$ cat src/rtl/fpu_pkg.sv
// Shared definitions for the FPU pipeline stages: operator encodings,
// field widths and the alignment FSM state type.
package fpu_pkg;
  localparam int EXP_W           = 8;
  localparam int MANT_W          = 24;
  localparam int GRS_W           = 3;
  localparam int ALIGN_W         = MANT_W + GRS_W;  // 27
  localparam int MAX_ALIGN_SHIFT = 27;
  localparam int CNT_W           = 5;               // holds 0..MAX_ALIGN_SHIFT

  localparam logic [1:0] OP_ADD = 2'b00;
  localparam logic [1:0] OP_SUB = 2'b01;
  localparam logic [1:0] OP_MUL = 2'b10;
  localparam logic [1:0] OP_DIV = 2'b11;

  typedef enum logic [1:0] {
    IDLE  = 2'd0,
    SHIFT = 2'd1,
    DONE  = 2'd2
  } align_state_t;
endpackage

$ cat src/rtl/fpu_sticky_shift.sv
// Combinational right shift by n with every bit shifted out ORed into bit 0
// (sticky). n == 0 passes the value through unchanged.
module fpu_sticky_shift
  import fpu_pkg::*;
(
  input  logic [ALIGN_W-1:0] work,
  input  logic [CNT_W-1:0]   n,
  output logic [ALIGN_W-1:0] shifted
);
  logic [ALIGN_W:0]   mask_ext;
  logic [ALIGN_W-1:0] lost_mask;
  logic               sticky;

  // Mask the low n bits (one bit wider so n == ALIGN_W yields all ones),
  // reduce them to a sticky bit and merge into the shifted value.
  always_comb begin
    mask_ext  = ((ALIGN_W+1)'(1) << n) - (ALIGN_W+1)'(1);
    lost_mask = mask_ext[ALIGN_W-1:0];
    sticky    = |(work & lost_mask);
    shifted   = work >> n;
    shifted[0] = shifted[0] | sticky;
  end
endmodule

$ cat src/rtl/fpu_align.sv
// Exponent alignment stage: right-shifts the smaller mantissa by the exponent
// difference (saturated at 27) in SHIFT_STEP-bit chunks, keeping G/R/S bits.
// Mul/div bypass the shift. Valid/ready handshake on both sides.
// Optional build macro FPU_ALIGN_EARLY_EXIT_EN: a full-width (27) shift
// resolves on the accept edge instead of iterating; results are identical.
module fpu_align
  import fpu_pkg::*;
#(
  parameter int SHIFT_STEP = 4  // 1..27
) (
  input  logic               clk,
  input  logic               rst_n,
  input  logic               in_valid,
  output logic               in_ready,
  input  logic               sign_1,
  input  logic               sign_2,
  input  logic [EXP_W-1:0]   exponent_1,
  input  logic [EXP_W-1:0]   exponent_2,
  input  logic [MANT_W-1:0]  mantissa_1,
  input  logic [MANT_W-1:0]  mantissa_2,
  input  logic [1:0]         operator,
  output logic               out_valid,
  input  logic               out_ready,
  output logic               out_sign_1,
  output logic               out_sign_2,
  output logic [EXP_W-1:0]   out_exponent,
  output logic [EXP_W-1:0]   out_exponent_2,
  output logic [ALIGN_W-1:0] out_mantissa_1,
  output logic [ALIGN_W-1:0] out_mantissa_2,
  output logic [1:0]         out_operator
);
  localparam logic [CNT_W-1:0] STEP    = CNT_W'(SHIFT_STEP);
  localparam logic [CNT_W-1:0] SAT_MAX = CNT_W'(MAX_ALIGN_SHIFT);

  align_state_t       state;
  logic [CNT_W-1:0]   remaining;
  logic [ALIGN_W-1:0] work;
  logic [ALIGN_W-1:0] work_shifted;
  logic [EXP_W-1:0]   diff;
  logic [CNT_W-1:0]   d_init;
  logic [CNT_W-1:0]   step;

  logic               s1_q, s2_q;
  logic [EXP_W-1:0]   e1_q, e2_q;
  logic [MANT_W-1:0]  m1_q;
  logic [1:0]         op_q;

  // Saturated shift amount for the incoming operands; mul/div never shift.
  always_comb begin
    diff   = exponent_1 - exponent_2;
    d_init = (diff > EXP_W'(MAX_ALIGN_SHIFT)) ? SAT_MAX : diff[CNT_W-1:0];
    if (operator[1]) d_init = '0;
    step   = (remaining > STEP) ? STEP : remaining;
  end

  fpu_sticky_shift u_shift (
    .work    (work),
    .n       (step),
    .shifted (work_shifted)
  );

  // Handshake FSM: capture on accept, iterate the shifter, hold until taken.
  always_ff @(posedge clk or negedge rst_n) begin
    if (!rst_n) begin
      state     <= IDLE;
      remaining <= '0;
      work      <= '0;
      s1_q      <= 1'b0;
      s2_q      <= 1'b0;
      e1_q      <= '0;
      e2_q      <= '0;
      m1_q      <= '0;
      op_q      <= '0;
    end else begin
      case (state)
        IDLE: if (in_valid) begin
          s1_q      <= sign_1;
          s2_q      <= sign_2;
          e1_q      <= exponent_1;
          e2_q      <= exponent_2;
          m1_q      <= mantissa_1;
          op_q      <= operator;
          work      <= {mantissa_2, {GRS_W{1'b0}}};
          remaining <= d_init;
`ifdef FPU_ALIGN_EARLY_EXIT_EN
          if (d_init == SAT_MAX) begin
            // Everything falls off the end: only the sticky bit survives.
            work      <= {{(ALIGN_W-1){1'b0}}, |mantissa_2};
            remaining <= '0;
            state     <= DONE;
          end else begin
            state <= (d_init == '0) ? DONE : SHIFT;
          end
`else
          state <= (d_init == '0) ? DONE : SHIFT;
`endif
        end
        SHIFT: begin
          work      <= work_shifted;
          remaining <= remaining - step;
          if (remaining == step) state <= DONE;
        end
        DONE: if (out_ready) state <= IDLE;
        default: state <= IDLE;
      endcase
    end
  end

  assign in_ready       = (state == IDLE);
  assign out_valid      = (state == DONE);
  assign out_sign_1     = s1_q;
  assign out_sign_2     = s2_q;
  assign out_exponent   = e1_q;
  assign out_exponent_2 = e2_q;
  assign out_mantissa_1 = {m1_q, {GRS_W{1'b0}}};
  assign out_mantissa_2 = work;
  assign out_operator   = op_q;
endmodule

$ cat config.mk
export PLATFORM = sky130hd
export DESIGN_NAME = fpu_align
export DESIGN_NICKNAME = d
export VERILOG_FILES = /design/src/rtl/fpu_pkg.sv /design/src/rtl/fpu_sticky_shift.sv /design/src/rtl/fpu_align.sv
export SDC_FILE = /design/constraint.sdc
export NUM_CORES = 1
export LEC_CHECK = 0
export BUFFER_PORTS_ARGS = -buffer_cell sky130_fd_sc_hd__clkbuf_2
export CAP_MARGIN = 20
export CELL_PAD_IN_SITES_DETAIL_PLACEMENT = 1
export CELL_PAD_IN_SITES_GLOBAL_PLACEMENT = 2
export CORE_UTILIZATION = 30
export CTS_CLUSTER_DIAMETER = 100
export CTS_CLUSTER_SIZE = 24
export DETAILED_ROUTE_END_ITERATION = 8
export GPL_ROUTABILITY_DRIVEN = 0
export GPL_TIMING_DRIVEN = 0
export PLACE_DENSITY = 0.87
export SLEW_MARGIN = 20
export SYNTH_ARGS = -nofsm -noshare
export SYNTH_HDL_FRONTEND = slang
export SYNTH_SLANG_ARGS = --single-unit
$ cat constraint.sdc
create_clock -name clk -period 2.75 [get_ports clk]
set_clock_uncertainty 0.1 [all_clocks]
set_input_delay 0.1375 -clock clk [delete_from_list [all_inputs] [get_ports clk]]
set_output_delay 0.1375 -clock clk [all_outputs]
set_load 0.005 [all_outputs]
# Yosys cells after proc, flatten, opt, wreduce, memory -nomap -nowiden
# Cells that the tools add are included.
# word_totals
register_bits	78
in_bits	72
# op_classes
addsub	3
magnitude_cmp	2
n_eq_ne	6
shifts	2
muxes	12
n_bitwise	2
reduce_logical	7
# op_table
op	count
27-bit case mux with 2 select lines	1
27-bit AND	1
27-bit two-way mux	1
27-bit OR reduction	1
1-bit by 5-bit left shift with 27-bit output, first input constant	1
27-bit by 5-bit >> shifter with 27-bit output	1
27-bit by 2-bit subtractor with 27-bit output, second input constant	1
5-bit two-way mux	4
5-bit case mux with 2 select lines	1
8-bit by 5-bit > comparator with 1-bit output, second input constant	1
2-bit two-way mux	4
8-bit subtractor	1
2-bit case mux with 3 select lines	1
5-bit equality test	1
5-bit by 3-bit > comparator with 1-bit output, second input constant	1
5-bit logical NOT	1
5-bit subtractor	1
2-bit inequality test, second input constant	2
2-bit AND reduction	2
3-bit AND reduction	1
2-bit by 1-bit equality test with 1-bit output, second input constant	1
2-bit equality test, second input constant	1
2-bit logical NOT	1
2-bit by 1-bit inequality test with 1-bit output, second input constant	1
other kinds (2)	2

# Depth between registers and ports, before layout
# Gate-level depths: netlist of run 1.
# depth
word_depth	8
mapped_depth	10
mapped_depth_nobuf	10

# Hierarchy
# A second synthesis of run 1 with hierarchy kept.
# unflattened
hier_cells	702
area_unflattened_um2	5703.0
# by_module_without_submodules
module	n_inst	cells_each	area_each_um2
fpu_align	1	415	3647.2
fpu_sticky_shift	1	287	2055.7

# Worst setup path before layout of run 1
# Ideal clock, no wire load.
# synth_path
kind	register -> register
startpoint	reg remaining[3]
endpoint	reg work[0], in the netlist out_mantissa_2[0]
setup_time_ns	0.143
arrival_time_ns	1.957
setup_slack_ns	0.550
stages_incl_launch_ff	10
period_less_slack_ns	2.200
cell_sequence	dfrtp_1 > buf_6 > or3_1 > buf_2 > or3_4 > ha_1 > inv_1 > xnor2_1 > a221oi_1 > a31oi_1
# synth_via
elab_chain_len	8
# synth_rtl
element	line	source
start, declared	fpu_align.sv:36	logic [CNT_W-1:0] remaining;
start signal, assigned	fpu_align.sv:84	remaining <= d_init;
start signal, assigned	fpu_align.sv:100	remaining <= remaining - step;
5-bit by 3-bit > comparator with 1-bit output	fpu_align.sv:53	step = (remaining > STEP) ? STEP : remaining;
5-bit two-way mux (*)	fpu_align.sv:53	
1-bit by 5-bit left shift with 27-bit output	fpu_sticky_shift.sv:17	mask_ext = ((ALIGN_W+1)'(1) << n) - (ALIGN_W+1)'(1);
27-bit by 2-bit subtractor with 27-bit output	fpu_sticky_shift.sv:17	
27-bit AND	fpu_sticky_shift.sv:19	sticky = |(work & lost_mask);
27-bit OR reduction	fpu_sticky_shift.sv:19	
1-bit bitwise OR (*)	fpu_sticky_shift.sv:21	shifted[0] = shifted[0] | sticky;
27-bit case mux with 2 select lines (*)	fpu_align.sv:75	case (state)
end signal, assigned	fpu_align.sv:83	work <= {mantissa_2, {GRS_W{1'b0}}};
end signal, assigned	fpu_align.sv:99	work <= work_shifted;
end, declared	fpu_align.sv:37	logic [ALIGN_W-1:0] work;
# Every way passes the cells marked *; elsewhere a longest branch is shown, timed or not.
# A chain may end at the register's enable or synchronous reset.

# Final worst setup path of run 1
# layout_path
startpoint	in exponent_1[0]
endpoint	reg state[0]
# layout_via
elab_chain_len	8
# layout_rtl
element	line	source
start, declared	fpu_align.sv:17	input logic [EXP_W-1:0] exponent_1,
8-bit subtractor (*)	fpu_align.sv:50	diff = exponent_1 - exponent_2;
8-bit by 5-bit > comparator with 1-bit output	fpu_align.sv:51	d_init = (diff > EXP_W'(MAX_ALIGN_SHIFT)) ? SAT_MAX : diff[CNT_W-1:0];
5-bit two-way mux (*)	fpu_align.sv:51	
5-bit two-way mux (*)	fpu_align.sv:52	if (operator[1]) d_init = '0;
5-bit logical NOT (*)	fpu_align.sv:95	state <= (d_init == '0) ? DONE : SHIFT;
2-bit two-way mux (*)	fpu_align.sv:95	
2-bit two-way mux (*)	fpu_align.sv:76	IDLE: if (in_valid) begin
2-bit case mux with 3 select lines (*)	fpu_align.sv:75	
end signal, assigned	fpu_align.sv:95	
end, declared	fpu_align.sv:35	align_state_t state;
# Every way passes the cells marked *; elsewhere a longest branch is shown, timed or not. The select of a mux whose other input is x is not followed.

==> qor.csv, run 1 <==
stage,metric,value,unit
clock_tree,sinks on the clock net,78,
sta,Max Transition Viols Final,0,
sta,normalized max-slew margin,53.35,%
synthesis,gate count of the mapped netlist,543,
clock_tree,buffer count from post-CTS setup fixing,0,
pwr,worst vdd ir,0.0003859,V
min_path,worst hold start,exponent_2[1],
placed_design,detailed placement HPWL,11.48,mm
synthesis,number of flip-flops and latches in the synthesized netlist,78,
drt,post-route ant nets,0,
floorplanning,core area,15260,µm²
drt,total wirelength of the detailed-routed design,17.14,mm
global_routing,via count of the first global-routing pass,5339,
min_path,terminating pin of the worst hold path,out_exponent_2[1],
global_routing,wire length of the first global-routing pass,27.90,mm
floorplanning,die outline width,127.1,µm
critical_path,biggest fanout along the worst timing path,4,
global_routing,overflow left after global routing,0,
final_layout,final cell count without fillers,982,
pwr,P per Cell Area,1132,nW/µm²
sta,least setup slack across all paths after layout,0.06776,ns
final_layout,fin nets,847,
drt,first drt pass iteration count,4,
synthesis,async set-or-reset flop fraction in the synthesized netlist,100.0,%
sta,pin slew with the least headroom to its limit,0.6984,ns
synthesis,top cells by instance count after synthesis,"sky130_fd_sc_hd__nand2_1 (195), sky130_fd_sc_hd__dfrtp_1 (78), sky130_fd_sc_hd__a21oi_1 (31)",
critical_path,critical path type,in2reg,
drt,total DRC errors in the routed layout,0,
sta,total of endpoints with negative setup slack in the final report,0,
global_routing,Total GRT Usage,22.02,%
sta,clock period minus final worst setup slack,2.682,ns
synthesis,Syn Area/Cell,8.641,µm²
clock_tree,number of levels the H-tree was split into,3,
clock_tree,maximum root-to-sink buffer count,2,
status,status,"finished, final reports clean",
sta,share of the cycle needed by the critical path after routing,97.54,%
drt,DR iter-0 viols,218,
critical_path,Critical Path Sink Type,flop,
synthesis,leading area contributor after synthesis,sky130_fd_sc_hd__dfrtp_1,
placed_design,number of buffers added on ports,144,
clock_tree,clock tree from TritonCTS,built,
sta,achievable clock frequency,0.3728,GHz
critical_path,Worst Setup Start Kind,input port,
drt,vias per std cell,5.089,
clock_tree,insertion delay to the later sink of the worst-skew pair,0.35,ns
final_layout,fraction of final layout cells with drive strength greater than 1,25.97,%
clock_tree,TritonCTS buffer count,9,
critical_path,R2R cell count,9,
floorplanning,Top-Level Pins,148,
sta,worst hold slack after final layout,0.02002,ns
pwr,static leakage power,3.193,nW
synthesis,number of warnings reported in the yosys synthesis log,0,
critical_path,worst flop-to-flop path endpoint,out_mantissa_2[0],
synthesis,library cells used by synthesis,54,
synthesis,share of synthesized area occupied by flip-flops and latches,41.60,%
synthesis,fraction of post-synthesis cell area in the top cell type by area,41.60,%
synthesis,Netlist Area Pre-Place,4692,µm²
floorplanning,area of the die,16140,µm²
sta,count of endpoints failing hold in the final timing report,0,
critical_path,worst reg2reg startpoint,remaining[3],
synthesis,cells taking the most area after synthesis,"sky130_fd_sc_hd__dfrtp_1 (42%), sky130_fd_sc_hd__nand2_1 (16%), sky130_fd_sc_hd__mux4_2 (8.6%), sky130_fd_sc_hd__a21oi_1 (3.3%), sky130_fd_sc_hd__a32oi_1 (3.0%)",
floorplanning,vertical extent of the die,127.1,µm
drt,post-detailed-route wirelength per cell,17.45,µm
placed_design,Post-Place Setup Slack,0.2493,ns
synthesis,Post-synth EDFFs,0,
min_path,Hold Crit Class,in2reg,
clock_tree,clock transition at the register clock pins on the worst setup and hold paths after CTS,0.06,ns
floorplanning,Cell Rows,45,
synthesis,most frequently used flop master after synthesis,sky130_fd_sc_hd__dfrtp_1,
critical_path,CP Data Arrival Time,2.78,ns
min_path,number of cells on the worst hold path,3,
critical_path,Worst R2R Setup Slack,0.27,ns
job,max-capacitance violation count,0,
global_routing,largest net degree at the start of global routing,79,
drt,total vias in the final route,4997,
clock_tree,clock root buffer,sky130_fd_sc_hd__clkbuf_16,
synthesis,most numerous cell in the Yosys netlist,sky130_fd_sc_hd__nand2_1,
placed_design,placed instance count,900,
critical_path,data required time of the worst path,2.85,ns
global_routing,antenna violations before repair,1,
final_layout,area added between synthesis and finish,42.08,%
floorplanning,starting utilization of the core area,30.75,%
==> layout make-up <==
type	count	area, µm²
Multi-Input combinational cell	413	2517
Timing Repair Buffer	209	1380
Clock inverter	7	81.33
Buffer	40	191.4
Antenna cell	1	2.502
Fill cell	1814	8592
Tap cell	211	264.0
Sequential cell	78	1952
Inverter	14	52.55
Clock buffer	9	225.2
==> state kept, by name (all words and copies together) (netlist names) <==
name and count:
out_operator 2, out_exponent_2 8, state 2, m1_q 24, out_mantissa_2 27, out_sign_2 1, remaining 5, out_exponent 8
out_sign_1 1
==> logic make-up (layout without fill, tap and decap cells) <==
kind of cell               count (synthesis)  after routing  synth area share, %
muxes                                     25             25                10.21
buffers and inverters                     54            279                5.173
xor gates and xnor gates                   5              5               0.9333
DFF                                       78             78                41.60
other                                      2              5               0.1601
AOI/OAI and AO/OA                        120            120                16.69
and+or+nand+nor                          249            249                22.40
adders and majority gates                 10             10                2.827
==> cells in the final DEF, fill, tap and decap left out, types with 3 or more instances in the layout <==
cell type | Yosys | final
sky130_fd_sc_hd__a211oi_1 | 12 | 11
sky130_fd_sc_hd__a21oi_1 | 31 | 31
sky130_fd_sc_hd__a311oi_1 | 3 | 3
sky130_fd_sc_hd__a31oi_1 | 12 | 12
sky130_fd_sc_hd__a32oi_1 | 16 | 16
sky130_fd_sc_hd__and2_1 | 4 | 4
sky130_fd_sc_hd__buf_2 | 4 | 4
sky130_fd_sc_hd__buf_4 | 3 | 3
sky130_fd_sc_hd__buf_6 | 3 | 3
sky130_fd_sc_hd__clkbuf_1 | 27 | 27
sky130_fd_sc_hd__clkbuf_16 | 0 | 9
sky130_fd_sc_hd__clkbuf_2 | 1 | 145
sky130_fd_sc_hd__clkinv_4 | 0 | 3
sky130_fd_sc_hd__conb_1 | 2 | 4
sky130_fd_sc_hd__dfrtp_1 | 78 | 78
sky130_fd_sc_hd__dlygate4sd3_1 | 0 | 65
sky130_fd_sc_hd__ha_1 | 9 | 9
sky130_fd_sc_hd__inv_1 | 14 | 14
sky130_fd_sc_hd__mux2_2 | 3 | 3
sky130_fd_sc_hd__mux2i_1 | 4 | 4
sky130_fd_sc_hd__mux4_2 | 18 | 18
sky130_fd_sc_hd__nand2_1 | 195 | 195
sky130_fd_sc_hd__nand3_1 | 5 | 5
sky130_fd_sc_hd__nor2_1 | 16 | 15
sky130_fd_sc_hd__nor2b_1 | 7 | 7
sky130_fd_sc_hd__nor3_1 | 3 | 3
sky130_fd_sc_hd__nor4_1 | 3 | 3
sky130_fd_sc_hd__o21ai_0 | 28 | 28
sky130_fd_sc_hd__or3_1 | 3 | 3
sky130_fd_sc_hd__xnor2_1 | 4 | 4
==> stage by stage <==
stage	area (µm²)	TNS [ns]	power, W	util [%]
after floorplan	4700	0	0.004696	-
after global placement	5684	0	0.006026	37.25
after detailed placement	5693	0	0.006178	37.31
after CTS	6650	0	0.007544	43.58
after global routing	6666	-0.1147	0.008143	43.69
final	6666	0	0.007549	43.69
==> where the power goes <==
part           leakage [nW]  switching (W)  internal, W
combinational          2.10        0.00216      0.00177
clock                 0.147       0.000539     0.000715
sequential            0.949       0.000654      0.00172
==> timing repair <==
action | in CTS | in global routing
setup endpoints to repair | 0 | 5
resized for setup | 0 | 4
hold buffers | 65 | 0
endpoints found under the hold margin | 142 | 0
==> how the worst max path moves through the flow <==
| stage | to | cells after the start | start | slack (ns) |
|---|---|---|---|---|
| floorplan | out_mantissa_2[0] | 9 | remaining[3] | 0.55 |
| global placement | remaining[2] | 10 | remaining[2] | 0.32 |
| CTS | state[0] | 12 | exponent_1[0] | 0.07 |
| detailed placement | state[0] | 11 | exponent_1[0] | 0.25 |
| finish | state[0] | 12 | exponent_1[0] | 0.07 |
| global route | remaining[3] | 12 | exponent_1[0] | -0.04 |
==> routing by layer <==
| metal | share of wire (%) | vias up | GRT usage (%) |
|---|---|---|---|
| met5 | 0 | - | 0 |
| met4 | 2.5 | 0 | 9.664 |
| met3 | 5.0 | 31 | 3.769 |
| met2 | 50 | 163 | 38.53 |
| met1 | 43 | 2459 | 26.63 |
| li1 | - | 2344 | - |
==> critical path, stage by stage <==
cell and delay, ns:
sky130_fd_sc_hd__dlygate4sd3_1 0.53, sky130_fd_sc_hd__clkbuf_2 0.10, sky130_fd_sc_hd__inv_1 0.06, sky130_fd_sc_hd__ha_1 0.16, sky130_fd_sc_hd__inv_1 0.05, sky130_fd_sc_hd__fa_1 0.44
sky130_fd_sc_hd__a211oi_2 0.23, sky130_fd_sc_hd__nor2_1 0.10, sky130_fd_sc_hd__a311oi_1 0.30, sky130_fd_sc_hd__nand4_1 0.27, sky130_fd_sc_hd__nor2_2 0.26, sky130_fd_sc_hd__o221ai_1 0.14
No activity file was read; power rests on OpenSTA's default activity.
==> run 2, diff against run 1 <==
Settings changed: REMOVE_ABC_BUFFERS set to 1, SLEW_MARGIN 20 to not set.
==> qor.csv, run 2 (synthesis gave the netlist of run 1 again) <==
stage,metric,value,unit
floorplanning,area of the die,16140,µm²
final_layout,fraction of final layout cells with drive strength greater than 1,27.30,%
final_layout,"commonest non-fill, non-tap cell in the layout",sky130_fd_sc_hd__nand2_1,
drt,vias per std cell,5.122,
clock_tree,clock transition at the register clock pins on the worst setup and hold paths after CTS,0.06,ns
placed_design,number of buffers added on ports,144,
status,status,"finished, final reports clean",
placed_design,Post-Place Setup Slack,-0.1609,ns
drt,first drt pass iteration count,6,
sta,pin slew with the least headroom to its limit,0.9497,ns
job,max-capacitance violation count,0,
pwr,part of the power in combinational logic,48.9,%
drt,DR iter-0 viols,207,
clock_tree,insertion delay to the later sink of the worst-skew pair,0.35,ns
min_path,Hold Crit Class,in2reg,
sta,count of endpoints failing hold in the final timing report,0,
pwr,cell internal power dissipation,0.004328,W
placed_design,detailed placement HPWL,10.01,mm
sta,achievable clock frequency,0.3990,GHz
global_routing,via count of the first global-routing pass,5183,
critical_path,critical path type,in2reg,
sta,normalized max-slew margin,36.46,%
pwr,fraction of power spent switching nets,42.60,%
final_layout,area added between synthesis and finish,41.63,%
critical_path,data required time of the worst path,2.84,ns
floorplanning,starting utilization of the core area,30.75,%
final_layout,final cell count without fillers,951,
global_routing,antenna violations before repair,0,
global_routing,largest net degree at the start of global routing,80,
critical_path,Worst Setup Start Kind,input port,
critical_path,CP Data Arrival Time,2.60,ns
placed_design,placed instance count,863,
sta,clock period minus final worst setup slack,2.506,ns
clock_tree,TritonCTS buffer count,9,
final_layout,fin nets,817,
critical_path,Critical Path Sink Type,flop,
clock_tree,clock tree from TritonCTS,built,
floorplanning,core area,15260,µm²
floorplanning,vertical extent of the die,127.1,µm
floorplanning,die outline width,127.1,µm
drt,post-detailed-route wirelength per cell,16.53,µm
clock_tree,clock root buffer,sky130_fd_sc_hd__clkbuf_16,
final_layout,fillcell total,1801,
sta,Max Transition Viols Final,0,
drt,total DRC errors in the routed layout,0,
pwr,NetSw,0.003212,W
clock_tree,maximum root-to-sink buffer count,2,
sta,share of the cycle needed by the critical path after routing,91.14,%
global_routing,overflow left after global routing,0,
drt,total wirelength of the detailed-routed design,15.72,mm
floorplanning,Cell Rows,45,
drt,total vias in the final route,4871,
sta,RSZ-0062 raised after global routing,no,
global_routing,wire length of the first global-routing pass,25.97,mm
sta,total of endpoints with negative setup slack in the final report,0,
pwr,P per Cell Area,1135,nW/µm²
pwr,worst vdd ir,0.0004150,V
pwr,clock share of power,18.0,%
final_layout,"commonest non-fill, non-tap cells in the layout","sky130_fd_sc_hd__nand2_1 (193), sky130_fd_sc_hd__clkbuf_2 (143), sky130_fd_sc_hd__dfrtp_1 (78)",
clock_tree,sinks on the clock net,78,
global_routing,Total GRT Usage,20.33,%
final_layout,diode count,0,
clock_tree,number of levels the H-tree was split into,3,
final_layout,number of flip-flops in the largest register,27,
critical_path,biggest fanout along the worst timing path,4,
pwr,portion of total power attributed to sequential cells,33.1,%
pwr,static leakage power,3.184,nW
sta,least setup slack across all paths after layout,0.2436,ns
drt,post-route ant nets,0,
floorplanning,Top-Level Pins,148,
## run 2: cell count changes in the layout (fill, tap and decap cells not counted), sizes merged
| cell | change |
|---|---|
| dlygate4sd3 | +1 |
| inv | -2 |
| bufinv | +1 |
| nor3 | +1 |
| buf | -3 |
| clkbuf | -27 |
| clkinv | -1 |
| diode | -1 |
## run 2: path summary, 6_finish.rpt
check | from | end | slack (ns) | cells past startpoint
setup / recovery | exponent_1[0] | state[0] | 0.24 | 12
hold / removal | exponent_2[1] | out_exponent_2[1] | 0.03 | 3
setup reg to reg | remaining[3] | out_mantissa_2[0] | 0.26 | 7
hold reg to reg | m1_q[15] | m1_q[15] | 0.37 | 2
max in group asynchronous | rst_n | m1_q[5] | 1.66 | 3
min in group asynchronous | rst_n | out_exponent[2] | 0.27 | 2
## run 2: worst max-delay path, stage by stage
cell and delay (ns):
sky130_fd_sc_hd__dlygate4sd3_1 0.53, sky130_fd_sc_hd__clkbuf_2 0.11, sky130_fd_sc_hd__inv_1 0.06, sky130_fd_sc_hd__ha_1 0.17, sky130_fd_sc_hd__inv_1 0.06, sky130_fd_sc_hd__fa_2 0.37
sky130_fd_sc_hd__a211oi_2 0.18, sky130_fd_sc_hd__nor2_1 0.09, sky130_fd_sc_hd__a311oi_1 0.26, sky130_fd_sc_hd__nand4_1 0.24, sky130_fd_sc_hd__nor2_2 0.25, sky130_fd_sc_hd__o221ai_1 0.12
## run 2: repair_timing
item                       4_1_cts  5_1_grt
cloned                           1        0
setup buffers                    0        5
setup endpoints to repair       20       12
hold endpoints to repair       103        0
hold buffers                    66        0
gates resized for setup          1        5
pin swaps                        1        3
## run 2: power by group through the flow
stage               sequential [W]  clock, W  combinational (W)
floorplan                  0.00233         0            0.00222
global placement           0.00248         0            0.00334
detailed placement         0.00248         0            0.00353
CTS                        0.00249   0.00139            0.00364
global route               0.00261   0.00143            0.00411
finish                     0.00250   0.00136            0.00368
## run 2: area by class of cell
type / count / area (µm²) / share of cell area [%]
multi-input combinational: 414 / 2546 / 38.32
sequential: 78 / 1952 / 29.37
timing repair buffer: 218 / 1496 / 22.52
tap: 211 / 264.0 / 3.973
clock buffer: 11 / 252.7 / 3.803
clock inverter: 5 / 81.33 / 1.224
inverter: 14 / 52.55 / 0.7908
## run 2: per-stage QoR
step	setup TNS (ns)	hold WS (ns)	total power (W)	util, %	area (µm²)
floorplan	0	-0.2581	0.004549	-	4509
global placement	-37.04	0.2290	0.005813	36.01	5494
detailed placement	-2.570	0.1055	0.006012	36.59	5583
CTS	0	0.02079	0.007522	43.18	6589
global route	0	0.07024	0.008139	43.55	6645
finish	0	0.03093	0.007541	43.55	6645
## run 2: per-layer routing
layer	wire (µm)	vias up	part of all wire (%)	GRT usage [%]
met2	7950	137	51	36.49
met1	6850	2432	44	24.73
met4	241	0	1.5	6.933
li1	-	2286	-	-
met3	678	16	4.3	3.266
met5	0	-	0	0
==> run 3, diff against run 2 <==
Settings changed: CORE_ASPECT_RATIO set to 1.4.
==> qor.csv, run 3 (synthesis gave the netlist of run 1 again) <==
stage,metric,value,unit
global_routing,via count of the first global-routing pass,5233,
clock_tree,number of levels the H-tree was split into,3,
final_layout,"Core Util, Final",43.37,%
sta,pin slew with the least headroom to its limit,0.9839,ns
drt,DR iter-0 viols,228,
sta,share of the cycle needed by the critical path after routing,92.71,%
critical_path,critical path type,in2reg,
global_routing,Total GRT Usage,20.77,%
clock_tree,TritonCTS buffer count,9,
floorplanning,Top-Level Pins,148,
drt,total DRC errors in the routed layout,0,
floorplanning,core area,15120,µm²
drt,total vias in the final route,4885,
final_layout,fraction of final layout cells with drive strength greater than 1,26.90,%
final_layout,"Non-Filler Cell Area, Final",6558,µm²
floorplanning,starting utilization of the core area,31.03,%
clock_tree,clock transition at the register clock pins on the worst setup and hold paths after CTS,0.06,ns
job,max-capacitance violation count,0,
pwr,portion of total power attributed to sequential cells,34.0,%
status,status,"finished, final reports clean",
sta,count of endpoints failing hold in the final timing report,0,
critical_path,Worst Setup Start Kind,input port,
floorplanning,vertical extent of the die,150.0,µm
sta,Max Transition Viols Final,0,
drt,post-detailed-route wirelength per cell,17.36,µm
final_layout,fin nets,814,
critical_path,CP Data Arrival Time,2.63,ns
critical_path,Critical Path Sink Type,flop,
pwr,P per Cell Area,1124,nW/µm²
pwr,worst vdd ir,0.0004117,V
critical_path,data required time of the worst path,2.83,ns
drt,vias per std cell,5.264,
placed_design,placed instance count,844,
drt,post-route ant nets,0,
global_routing,overflow left after global routing,0,
final_layout,diode count,0,
critical_path,biggest fanout along the worst timing path,4,
pwr,cell internal power dissipation,0.004151,W
drt,total wirelength of the detailed-routed design,16.11,mm
clock_tree,clock root buffer,sky130_fd_sc_hd__clkbuf_16,
pwr,fraction of power spent switching nets,43.66,%
floorplanning,die outline width,107.7,µm
final_layout,"commonest non-fill, non-tap cells in the layout","sky130_fd_sc_hd__nand2_1 (193), sky130_fd_sc_hd__clkbuf_2 (143), sky130_fd_sc_hd__dfrtp_1 (78)",
floorplanning,area of the die,16150,µm²
sta,achievable clock frequency,0.3922,GHz
drt,first drt pass iteration count,4,
sta,clock period minus final worst setup slack,2.549,ns
floorplanning,Cell Rows,53,
final_layout,area added between synthesis and finish,39.76,%
pwr,static leakage power,3.147,nW
pwr,part of the power in combinational logic,49.6,%
global_routing,wire length of the first global-routing pass,26.20,mm
placed_design,number of buffers added on ports,144,
placed_design,detailed placement HPWL,10.43,mm
placed_design,placed standard-cell area,5559,µm²
sta,normalized max-slew margin,34.05,%
pwr,NetSw,0.003217,W
clock_tree,clock tree from TritonCTS,built,
global_routing,antenna violations before repair,0,
sta,total of endpoints with negative setup slack in the final report,0,
clock_tree,maximum root-to-sink buffer count,2,
final_layout,"commonest non-fill, non-tap cell in the layout",sky130_fd_sc_hd__nand2_1,
final_layout,final cell count without fillers,928,
clock_tree,insertion delay to the later sink of the worst-skew pair,0.34,ns
sta,RSZ-0062 raised after global routing,no,
global_routing,largest net degree at the start of global routing,80,
final_layout,number of flip-flops in the largest register,27,
final_layout,fillcell total,1792,
min_path,Hold Crit Class,in2reg,
clock_tree,sinks on the clock net,78,
pwr,clock share of power,16.4,%
## run 3: cell type report
cell class	count	area, µm²	area share, %
Timing Repair Buffer	215	1474	22.48
Clock buffer	9	225.2	3.434
Tap cell	192	240.2	3.663
Multi-Input combinational cell	414	2550	38.89
Sequential cell	78	1952	29.77
Clock inverter	6	63.81	0.9731
Inverter	14	52.55	0.8014
## run 3: timing repair
action / CTS / global route
pin swaps: 1 / 4
gates cloned: 1 / 0
endpoints found under the setup margin: 20 / 9
hold endpoints to repair: 86 / 0
resized for setup: 1 / 5
hold buffers: 66 / 0
setup buffers: 0 / 2
## run 3: worst paths after layout
path,startpoint,end,slack (ns),cells after the start
min in group asynchronous,rst_n,out_mantissa_2[6],0.18,2
worst min register to register,out_exponent_2[7],out_exponent_2[7],0.37,2
worst min-delay path,exponent_2[1],out_exponent_2[1],0.05,3
worst max-delay path,exponent_2[0],state[0],0.20,11
max in group asynchronous,rst_n,out_exponent_2[5],1.76,3
worst max register to register,remaining[4],out_mantissa_2[0],0.26,7
## run 3: per-stage QoR
stage	total power [W]	worst slack, ns	hold slack [ns]	TNS, ns
2_1_floorplan	0.004549	0.005871	-0.2581	0
3_3_place_gp	0.005821	-1.181	0.2276	-39.22
3_5_place_dp	0.006033	-0.1561	0.007081	-1.942
4_1_cts	0.007405	0.002540	0.05811	0
5_1_grt	0.007973	0.01958	0.07372	0
6_report	0.007369	0.2005	0.04656	0
## run 3: metal layers
layer / GRT usage [%] / routed length [µm] / vias to the layer above
li1: - / - / 2275
met1: 22.99 / 6302 / 2451
met2: 39.29 / 8872 / 138
met3: 3.571 / 675 / 21
met4: 7.055 / 257 / 0
met5: 0 / 0 / -
## run 3: power by group through the flow
| stage | sequential [W] | clock, W | combinational, W |
|---|---|---|---|
| finish | 0.00251 | 0.00121 | 0.00365 |
| global route | 0.00261 | 0.00129 | 0.00408 |
| CTS | 0.00251 | 0.00125 | 0.00365 |
| detailed placement | 0.00251 | 0 | 0.00353 |
| global placement | 0.00249 | 0 | 0.00333 |
| floorplan | 0.00233 | 0 | 0.00222 |
## run 3: critical path, cell delays in order
cell and delay, ns:
sky130_fd_sc_hd__dlygate4sd3_1 0.54, sky130_fd_sc_hd__clkbuf_2 0.12, sky130_fd_sc_hd__ha_1 0.18, sky130_fd_sc_hd__inv_1 0.06
sky130_fd_sc_hd__fa_1 0.43, sky130_fd_sc_hd__a211oi_2 0.20, sky130_fd_sc_hd__nor2_1 0.11, sky130_fd_sc_hd__a311oi_2 0.25
sky130_fd_sc_hd__nand4_1 0.24, sky130_fd_sc_hd__nor2_2 0.25, sky130_fd_sc_hd__o221ai_1 0.13
